### src/rtl/gcd_operand_mux.sv
// ---------------------------------------------------------------------------
// gcd_operand_mux
//
// Purpose: operand staging for an iterative GCD engine. Two operands arrive
// one after another on a shared load bus (A first, then B). Once both are
// held, a small command set (HOLD / SUB / SWAP / RELEASE) rewrites them in
// place. A sticky err flag records any SUB that underflowed (A < B).
//
// Handshake: an operand transfers on a rising edge where in_valid and
// in_ready are both 1. in_ready is 1 only while fewer than two operands are
// held. cmd is acted on only while op_valid is 1 (both operands held); in
// that state in_valid is ignored.
//
// Parameters:
//   WIDTH    operand width, 2..32
//   RST_VAL  value loaded into both operand registers on rst and clr
//
// Ports:
//   clk          rising-edge clock
//   rst          synchronous active-high reset (highest priority)
//   clr          synchronous flush back to EMPTY (below rst)
//   data_in      shared operand load bus
//   in_valid     data_in holds an operand
//   in_ready     an operand is accepted this cycle
//   cmd          00 HOLD, 01 SUB, 10 SWAP, 11 RELEASE
//   a_out        operand register A
//   b_out        operand register B
//   op_valid     both operands loaded, cmd is honoured
//   a_lt_b       A < B (unsigned)
//   b_zero       B == 0
//   err          sticky SUB-underflow flag
//   dbg_state_o  current FSM state (0 EMPTY, 1 HALF, 2 FULL)
//
// Build option: macro GCD_OPMUX_FLAGS_EN. When it is defined, a_lt_b and
// b_zero are registers loaded from the next-state operands, so they line up
// with a_out/b_out in the same cycle. When it is undefined, both flags are
// tied to 0 and no comparator is built; err works either way.
// ---------------------------------------------------------------------------
module gcd_operand_mux #(
   parameter int          WIDTH   = 8,
   parameter int unsigned RST_VAL = 0
) (
   input  logic             clk,
   input  logic             rst,
   input  logic             clr,
   input  logic [WIDTH-1:0] data_in,
   input  logic             in_valid,
   output logic             in_ready,
   input  logic [1:0]       cmd,
   output logic [WIDTH-1:0] a_out,
   output logic [WIDTH-1:0] b_out,
   output logic             op_valid,
   output logic             a_lt_b,
   output logic             b_zero,
   output logic             err,
   output logic [1:0]       dbg_state_o
);

   typedef enum logic [1:0] {
      EMPTY = 2'd0,
      HALF  = 2'd1,
      FULL  = 2'd2
   } state_e;

   localparam logic [1:0] CMD_HOLD    = 2'b00;
   localparam logic [1:0] CMD_SUB     = 2'b01;
   localparam logic [1:0] CMD_SWAP    = 2'b10;
   localparam logic [1:0] CMD_RELEASE = 2'b11;

   localparam logic [WIDTH-1:0] RST_W = WIDTH'(RST_VAL);

   state_e           state_q, state_d;
   logic [WIDTH-1:0] a_q, a_d;
   logic [WIDTH-1:0] b_q, b_d;
   logic             err_q, err_d;
   logic             in_ready_q;
   logic             op_valid_q;

   // Next-state for operands, state and err. rst is applied in the register
   // block so that it outranks clr.
   always_comb begin
      state_d = state_q;
      a_d     = a_q;
      b_d     = b_q;
      err_d   = err_q;
      if (clr) begin
         state_d = EMPTY;
         a_d     = RST_W;
         b_d     = RST_W;
         err_d   = 1'b0;
      end else begin
         case (state_q)
            EMPTY: begin
               if (in_valid) begin
                  a_d     = data_in;
                  state_d = HALF;
               end
            end
            HALF: begin
               if (in_valid) begin
                  b_d     = data_in;
                  state_d = FULL;
               end
            end
            FULL: begin
               case (cmd)
                  CMD_HOLD: ;
                  CMD_SUB: begin
                     // Subtraction wraps naturally at WIDTH bits; the
                     // underflow is remembered in err.
                     a_d = a_q - b_q;
                     if (a_q < b_q) err_d = 1'b1;
                  end
                  CMD_SWAP: begin
                     a_d = b_q;
                     b_d = a_q;
                  end
                  CMD_RELEASE: begin
                     state_d = EMPTY;
                     err_d   = 1'b0;
                  end
                  default: ;
               endcase
            end
            default: state_d = EMPTY;
         endcase
      end
   end

   // Single state register block; handshake outputs are registered from the
   // next state so they never lag the state they describe.
   always_ff @(posedge clk) begin
      if (rst) begin
         state_q    <= EMPTY;
         a_q        <= RST_W;
         b_q        <= RST_W;
         err_q      <= 1'b0;
         in_ready_q <= 1'b1;
         op_valid_q <= 1'b0;
      end else begin
         state_q    <= state_d;
         a_q        <= a_d;
         b_q        <= b_d;
         err_q      <= err_d;
         in_ready_q <= (state_d != FULL);
         op_valid_q <= (state_d == FULL);
      end
   end

`ifdef GCD_OPMUX_FLAGS_EN
   logic a_lt_b_q;
   logic b_zero_q;

   // Flags are computed from the values A/B are about to take, so they are
   // valid in the same cycle as the operands they describe.
   always_ff @(posedge clk) begin
      if (rst) begin
         a_lt_b_q <= 1'b0;
         b_zero_q <= (RST_W == '0);
      end else begin
         a_lt_b_q <= (a_d < b_d);
         b_zero_q <= (b_d == '0);
      end
   end

   assign a_lt_b = a_lt_b_q;
   assign b_zero = b_zero_q;
`else
   assign a_lt_b = 1'b0;
   assign b_zero = 1'b0;
`endif

   assign in_ready    = in_ready_q;
   assign op_valid    = op_valid_q;
   assign a_out       = a_q;
   assign b_out       = b_q;
   assign err         = err_q;
   assign dbg_state_o = state_q;

endmodule

### config.mk
export PLATFORM = sky130hd
export DESIGN_NAME = gcd_operand_mux
export DESIGN_NICKNAME = d
export VERILOG_FILES = /design/src/rtl/gcd_operand_mux.sv
export SDC_FILE = /design/constraint.sdc
export NUM_CORES = 1
export LEC_CHECK = 0
export BUFFER_PORTS_ARGS = -buffer_cell sky130_fd_sc_hd__buf_2
export CAP_MARGIN = 10
export CELL_PAD_IN_SITES_DETAIL_PLACEMENT = 2
export CELL_PAD_IN_SITES_GLOBAL_PLACEMENT = 2
export CORE_MARGIN = 2
export CORE_UTILIZATION = 31
export DETAILED_ROUTE_END_ITERATION = 6
export PLACE_DENSITY = 0.89
export SLEW_MARGIN = 20
export SYNTH_ARGS = -nofsm -noshare
export SYNTH_HDL_FRONTEND = slang
export SYNTH_SLANG_ARGS = --single-unit
### constraint.sdc
create_clock -name clk -period 3.76 [get_ports clk]
set_input_delay 0.376 -clock clk [delete_from_list [all_inputs] [get_ports clk]]
set_output_delay 0.376 -clock clk [all_outputs]
set_load 0.01 [all_outputs]
[Word-level counts from Yosys, hierarchy flattened]
Cells that the tools add are included.
W data, S select, Z words.
Storage, ports and cells
  input port bits: 14
  output and inout port bits: 23
  word-level logic and storage cells: 40
  register bits: 21
Operators by class
  mux-type cells: 12
  $lt $le $gt $ge: 1
  reduce and logical (&&, ||, !) cells: 8
  equal/unequal tests: 12
  add/subtract/negate cells: 1
Operators by type and width (count)
  $pmux W8 S2: 3
  $mux W8: 2
  $reduce_and A3 Y1: 3
  $eq A2 B2 Y1 const B: 4
  $lt A8 B8 Y1: 1
  $mux W2: 4
  $ne A2 B2 Y1 const B: 4
  $sub A8 B8 Y8: 1
  $pmux W2 S3: 1
  $reduce_bool A2 Y1: 3
  $eq A2 B1 Y1 const B: 2
  $ne A3 B2 Y1 const B: 1
  $logic_not A2 Y1: 1
  $ne A2 B1 Y1 const B: 1
  $pmux W1 S2: 1
  $reduce_or A2 Y1: 1
  $mux W1: 1

[Depth between registers and ports, before layout]
Gate-level depths: netlist of run 1.
  word-level depth: 5
  depth in mapped cells: 9
  mapped depth without buffers: 9

[Worst setup path before layout of run 1]
No wires, ideal clock.
  path type: register to register
  start point: register b_q[0], in the netlist b_out[0]
  end point: register a_q[6], in the netlist a_out[6]
  stages on the path, launching flop included: 9
  required time: 3.686 ns
  setup time: 0.074 ns
  path buffers: 0
  slack: 2.017 ns
  period minus slack after synthesis: 1.743 ns
  arrival time: 1.669 ns
  path through: dfxtp_1 -> ha_1 -> inv_1 -> fa_1 -> a21oi_1 -> o211ai_1 -> mux2i_1 -> nand3_1 -> a31oi_1
On the way
  word-level cells in the longest chain between the ends: 3
RTL lines
  from (decl): line 74  | logic [WIDTH-1:0] b_q, b_d;
  from (signal assigned): line 136  | b_q <= RST_W;
  from (signal assigned): line 143  | b_q <= b_d;
  $sub A8 B8 Y8: line 111  | a_d = a_q - b_q;
  $pmux W8 S2: line 106  | case (cmd)
  $pmux W8 S2: line 92  | case (state_q)
  to (signal assigned): line 135  | a_q <= RST_W;
  to (signal assigned): line 142  | a_q <= a_d;
  to (decl): line 73  | logic [WIDTH-1:0] a_q, a_d;
Every way passes these cells.
A chain may end at the register's enable or synchronous reset.

[Worst setup path in the final report of run 1]
  start point: register b_q[3], in the netlist b_out[3]
  end point: register a_q[5], in the netlist a_out[5]
The elaborated chain is that of the path after synthesis.

==> results.cfg, run 1 <==
[worst_setup_path]
cp.arrival_ns = 2.24
reg2reg_depth = 7
r2r_end = a_out[5]
worstSetupStartpoint = b_out[3]
path_max_fanout = 4
crit_end = a_out[5]
reg2reg_slack_ns = 1.72
cp_slowest_cell = or4_1
path_cells = inv_1, ha_1, o21ai_1, a21oi_1, o21ai_0, or4_1, a31oi_1
cp.required_ns = 3.95
reg2reg_from = b_out[3]
cp-end-kind = register
worst_setup_path_start_kind = register
crit_type = reg -> reg
slowest_delay_ns = 0.43

[final_layout]
final.fill_count = 548
area_delta_synth_final_pct = 17.6
stdcell_count = 262
final_util = 0.375
num_antenna_cells = 0
drive_gt1_frac = 0.205
final_cell_mix = buf_2, nand2_1, a21oi_1
final_common_cell = buf_2
final_nets = 234

[worst_hold_path]
hp-start = data_in[2]
hp-class = in -> reg

[grt]
met2_usage = 0.334
first_global_vias = 1468
top_usage_layer = met2
grt_usage = 0.191
grt_max_degree = 20
grt_first_pass_wirelength_mm = 7.40
use_met1 = 0.240
antenna_found_initial = 0
grt_use_met3 = 0.0231
overflow = 0

[detailed_routing]
ant_nets = 0
post-route-drc-count = 0
firstDrtPassIters = 4
via_count = 1445
drt_iter0_drc = 52
wl_mm = 4.62
viasPerCell = 5.52
wire_per_inst_um = 17.6

[timing]
timing.setup.tns_ns = 0
rsz0062_at_grt = false
setup_violations = 0
max_freq_mhz = 490
tightestPinTransition_ns = 0.804
hold_viol_final = 0
fin_crit_sh = 0.543
timing.hold.ws_ns = 0.384
slew-limit-headroom = 0.464
fin_crit_ns = 2.04
final.setup.worst_slack_ns = 1.72
final-max-slew-violation-count = 0
skew_ns = 0.00306

[placement]
dp_hpwl_mm = 3.32
place_inst = 258
port-buffer-count = 34
place_ws_ns = 1.70
gp_congestion = 0.793

[synthesis]
synthSimpleGateAreaFrac = 0.228
synthAdderAreaFrac = 0.0878
synth_top_area_frac = 0.307
synth_compound_area_frac = 0.261
synth_cell_types = 43
netlist_instances = 179
yosys_warnings = 0
synth_xor_area_frac = 0.0192
ys_ff_latch = 21
synth.yosys.seq_area_share = 0.307
netlist_area_um2 = 1370
yosys-mux-area-fraction = 0.0219
synth_area_leaders = dfxtp_1, a21oi_1, ha_1
synth_top_family_by_area = compound AO/OA/AOI/OAI gates
yosys.area.top_type = dfxtp_1
avgSynthCellArea_um2 = 7.65

[die]
die-area_um2 = 4960
core_area_um2 = 4290
initial_utilization = 0.319
rows = 24
die_x_um = 70.5
pin_count = 37
die_y_um = 70.5

[cts]
clock_sinks = 21
post_cts_buffers = 0
cts_tree = built
numCtsBuffers = 3
htreeDepth = 1
clk_pin_slew_worst_paths_ns = 0.08
ctsHoldBuffers = 0
worstSkewPairLatency_ns = 0.27
cts_resized = 0
cts_buffer_depth = 2
cts_root_buf = clkbuf_8

[status]
status = completed

[power]
p_per_area_nw_per_um2 = 307
ir_drop_v = 0.000117
p_leak_nw = 0.687

[job]
drv_cap = 0
[per-stage QoR]
step	power (mW)	area [um2]
5_1_grt	0.522	1610
2_1_floorplan	0.307	1370
3_5_place_dp	0.340	1560
3_3_place_gp	0.337	1560
6_report	0.494	1610
4_1_cts	0.502	1610
[critical path, delay by kind of cell, from the launching register on]
family	cells	cell delay, ns
AO/OA/AOI/OAI	4	0.75
adder cells (fa/ha/maj)	1	0.34
flip-flops	1	0.38
buffers and inverters	1	0.07
AND/OR/NAND/NOR	1	0.43
[Yosys cell counts]
cell type  instances
o221ai_1           2
o211ai_1           4
buf_4              2
fa_1               1
nand2_1           23
or2_2              1
o211a_1            1
o21ai_1            4
nand3b_1           1
nor3_1             1
nand4_1            1
o311ai_0           1
nand2b_1           7
o22ai_1            1
nor4_1             2
a31oi_1            6
conb_1             1
or4_1              2
o21bai_1           1
a21oi_1           23
a2111o_1           1
a311oi_2           1
mux2i_1            3
nor2_1            16
o32ai_1            1
a211oi_1           1
nor4b_1            1
a211o_1            1
inv_1             11
ha_1               8
a22oi_2            1
o21a_1             2
xnor2_1            2
nor2b_1            3
xor2_1             1
clkbuf_1           2
or2_4              1
nor3b_1            1
nand3_1            5
dfxtp_1           21
buf_6              1
buf_2              5
o21ai_0            5
[cell type report]
class,count,area [um2],area share
clock buffers,4,45.0,0.0280
inverters,11,41.3,0.0257
multi-input cells,138,852,0.530
flip-flops and latches,21,420,0.261
well taps,52,65.1,0.0404
repair buffers,36,185,0.115
[report_power, final]
part	internal, mW	leakage [nW]	total (mW)	switching (mW)
combinational	0.0404	0.493	0.103	0.0627
sequential	0.228	0.170	0.236	0.00760
clock	0.0757	0.0228	0.155	0.0797
total	0.344	0.687	0.494	0.150
[cells by family (layout without fill, tap and decap cells)]
group / Yosys count / count (layout)
fa+ha+maj: 9 / 9
mux: 3 / 3
compound gates: 56 / 56
buf+inv: 21 / 51
simple gates: 65 / 65
xor+xnor: 3 / 3
flops: 21 / 21
other cells: 1 / 2
[sequential cells by signal, summed over array words and instances, names as in the netlist]
register and count:
b_out 8, op_valid 1, in_ready 1, dbg_state_o 2, err 1, a_out 8
[routing by layer]
layer | vias up | part of all wire
li1 | 697 | -
met1 | 715 | 0.46
met2 | 26 | 0.50
met3 | 7 | 0.021
met4 | 0 | 0.018
met5 | - | 0
[worst min path at each step]
stage,to,cells after the start
after floorplan,err,2
after global placement,err,2
after detailed placement,err,2
after CTS,a_out[2],3
after global routing,a_out[2],3
final,a_out[2],3
Power figures use the tool's default switching activity.
==> run 2, diff against run 1 <==
--- a/config.mk
+++ b/config.mk
@@ -5,14 +5,15 @@
 export SDC_FILE = /design/constraint.sdc
 export NUM_CORES = 1
 export LEC_CHECK = 0
+export ABC_AREA = 1
 export BUFFER_PORTS_ARGS = -buffer_cell sky130_fd_sc_hd__buf_2
 export CAP_MARGIN = 10
 export CELL_PAD_IN_SITES_DETAIL_PLACEMENT = 2
 export CELL_PAD_IN_SITES_GLOBAL_PLACEMENT = 2
 export CORE_MARGIN = 2
-export CORE_UTILIZATION = 31
+export CORE_UTILIZATION = 28
 export DETAILED_ROUTE_END_ITERATION = 6
-export PLACE_DENSITY = 0.89
+export PLACE_DENSITY = 0.83
 export SLEW_MARGIN = 20
 export SYNTH_ARGS = -nofsm -noshare
 export SYNTH_HDL_FRONTEND = slang
==> constraint.sdc (replaced) <==
create_clock -name clk -period 2.1 [get_ports clk]
set_input_delay 0.21 -clock clk [delete_from_list [all_inputs] [get_ports clk]]
set_output_delay 0.21 -clock clk [all_outputs]
set_load 0.01 [all_outputs]
==> run 2 against run 1 <==
Compared with the run above: hold slack worse by 0.27 ns; sequential power is 78% higher; register-to-register slack worse by 1.4 ns; critical path depth is 4 higher; first-iteration DRC count is 15% lower; maximum frequency is 15% higher; count of clock-buffer cells in the layout is 1 lower; via count is 4.2% higher; critical path type unchanged; power is 86% higher; clock skew is 0.00096 ns higher; die area is 17% higher; largest power group unchanged.
==> results.cfg, run 2 <==
[power]
p_per_area_nw_per_um2 = 534
power_switching_uw = 300
combPwrFrac = 0.235
clkPwrFrac = 0.308
p_total_uw = 918
sw_frac_of_total = 0.327
pwr-share-seq = 0.458
p_int_uw = 618
p_leak_nw = 0.870
ir_drop_v = 0.000279

[worst_setup_path]
crit_type = reg -> reg
reg2reg_depth = 11
cp-end-kind = register
cp.arrival_ns = 1.99
path_max_fanout = 4
worst_setup_path_start_kind = register
cp.required_ns = 2.31

[job]
drv_cap = 0

[detailed_routing]
ant_nets = 0
wl_mm = 4.50
wire_per_inst_um = 14.3
firstDrtPassIters = 4
drt_iter0_drc = 44
viasPerCell = 4.77
post-route-drc-count = 0
via_count = 1506

[final_layout]
final.fill_count = 652
drive_gt1_frac = 0.252
final_nets = 270
num_antenna_cells = 0
final_cell_mix = nand2_1, buf_2, inv_1
stdcell_count = 316
final_common_cell = nand2_1
area_delta_synth_final_pct = 17.7
final_util = 0.339
multi_input_area_um2 = 847
regArea_um2 = 420

[synthesis]
synth.yosys.seq_area_share = 0.288
synth_area_leaders = dfxtp_1, nand2_1, inv_1
synth_top_family_by_area = simple AND/OR/NAND/NOR gates
ys_ff_latch = 21
synth_cell_types = 31
netlist_instances = 212
synth_ff_type = dfxtp_1
synth_edf_count = 0
synth_top_area_frac = 0.288
synthAdderAreaFrac = 0.0823
synth_compound_area_frac = 0.181
synth_xor_area_frac = 0
avgSynthCellArea_um2 = 6.89
yosys-mux-area-fraction = 0
yosys_warnings = 0
netlist_area_um2 = 1460
synth-async-reset-ratio = 0
synth_common_cells = nand2_1, inv_1, o21ai_0, dfxtp_1, nor2_1
yosys.area.top_type = dfxtp_1
yosysMostFrequentCell = nand2_1
synthSimpleGateAreaFrac = 0.312

[cts]
cts_resized = 0
clk_pin_slew_worst_paths_ns = 0.09
post_cts_buffers = 0
cts_tree = built
clock_sinks = 21
worstSkewPairLatency_ns = 0.27
cts_buffer_depth = 2
cts_root_buf = clkbuf_8
numCtsBuffers = 3
htreeDepth = 1
ctsHoldBuffers = 0

[die]
die_y_um = 76.2
core_area_um2 = 5070
pin_count = 37
rows = 26
die_x_um = 76.2
die-area_um2 = 5810
initial_utilization = 0.288

[status]
status = completed

[placement]
place_inst = 312
gp_congestion = 0.793
dp_hpwl_mm = 3.39
port-buffer-count = 34

[grt]
grt_usage = 0.161
grt_first_pass_wirelength_mm = 7.68
grt_max_degree = 19
first_global_vias = 1605
antenna_found_initial = 0
overflow = 0

[timing]
hold_viol_final = 0
fin_crit_ns = 1.78
rsz0062_at_grt = false
setup_violations = 0
final-max-slew-violation-count = 0
fin_crit_sh = 0.849
timing.setup.tns_ns = 0
skew_ns = 0.00403
max_freq_mhz = 561

[worst_hold_path]
hold_depth = 2
hp-class = in -> reg
run 2: cell types whose count changed after synthesis, sizes merged, moves of 5 or more:
cell    before  now
a31oi        6    1
nand2b       7    0
a21oi       23   18
inv         11   36
o21ai        9   25
nand2       23   53
nand3        5   13
run 2: final timing paths:
check             startpoint        endpoint  slack (ns)
setup / recovery    a_out[0]        a_out[6]        0.32
hold / removal           rst  dbg_state_o[0]        0.11
setup reg to reg    a_out[0]        a_out[6]        0.32
hold reg to reg          err             err        0.45
run 2: cell families (layout without fill, tap and decap cells):
kind of cell | Yosys count | in the layout
other cells | 1 | 2
compound gates | 47 | 47
fa+ha+maj | 9 | 9
simple gates | 92 | 92
flops | 21 | 21
buf+inv | 42 | 75
run 2: final cells by class:
class	instances	area share
inverter	36	0.0815
clock buffer	3	0.0240
tap	70	0.0509
multi-input combinational	150	0.493
clock inverter	1	0.00291
timing repair buffer	35	0.103
sequential	21	0.245
run 2: metrics by stage:
stage          setup WS, ns  area, um2  hold WS (ns)
4_1_cts               0.294       1720         0.107
5_1_grt               0.120       1720         0.108
2_1_floorplan         0.457       1460         0.287
3_3_place_gp          0.431       1670         0.396
6_report              0.316       1720         0.111
3_5_place_dp          0.353       1670         0.400
run 2: layer usage:
metal / up-vias / GRT usage / wire length (um)
li1: 741 / - / -
met1: 735 / 0.194 / 1990
met2: 28 / 0.298 / 2350
met3: 2 / 0.0284 / 154
met4: 0 / 0.0345 / 15
met5: - / 0 / 0
run 2: worst max-delay path, stage by stage (launching register included):
cell and delay [ns]:
dfxtp_1 0.34, inv_1 0.08, ha_1 0.14, inv_1 0.05, fa_1 0.41, nand3_1 0.10, nand2_1 0.12, nand2_1 0.12
nand2_1 0.06, nand2_1 0.07, nand3_1 0.10, a21oi_2 0.13
run 2: power by group through the flow:
stage / clock [mW] / combinational [mW] / sequential, mW
floorplan: 0 / 0.149 / 0.434
global route: 0.319 / 0.248 / 0.423
finish: 0.283 / 0.215 / 0.420
CTS: 0.295 / 0.219 / 0.421
global placement: 0 / 0.202 / 0.429
detailed placement: 0 / 0.212 / 0.430
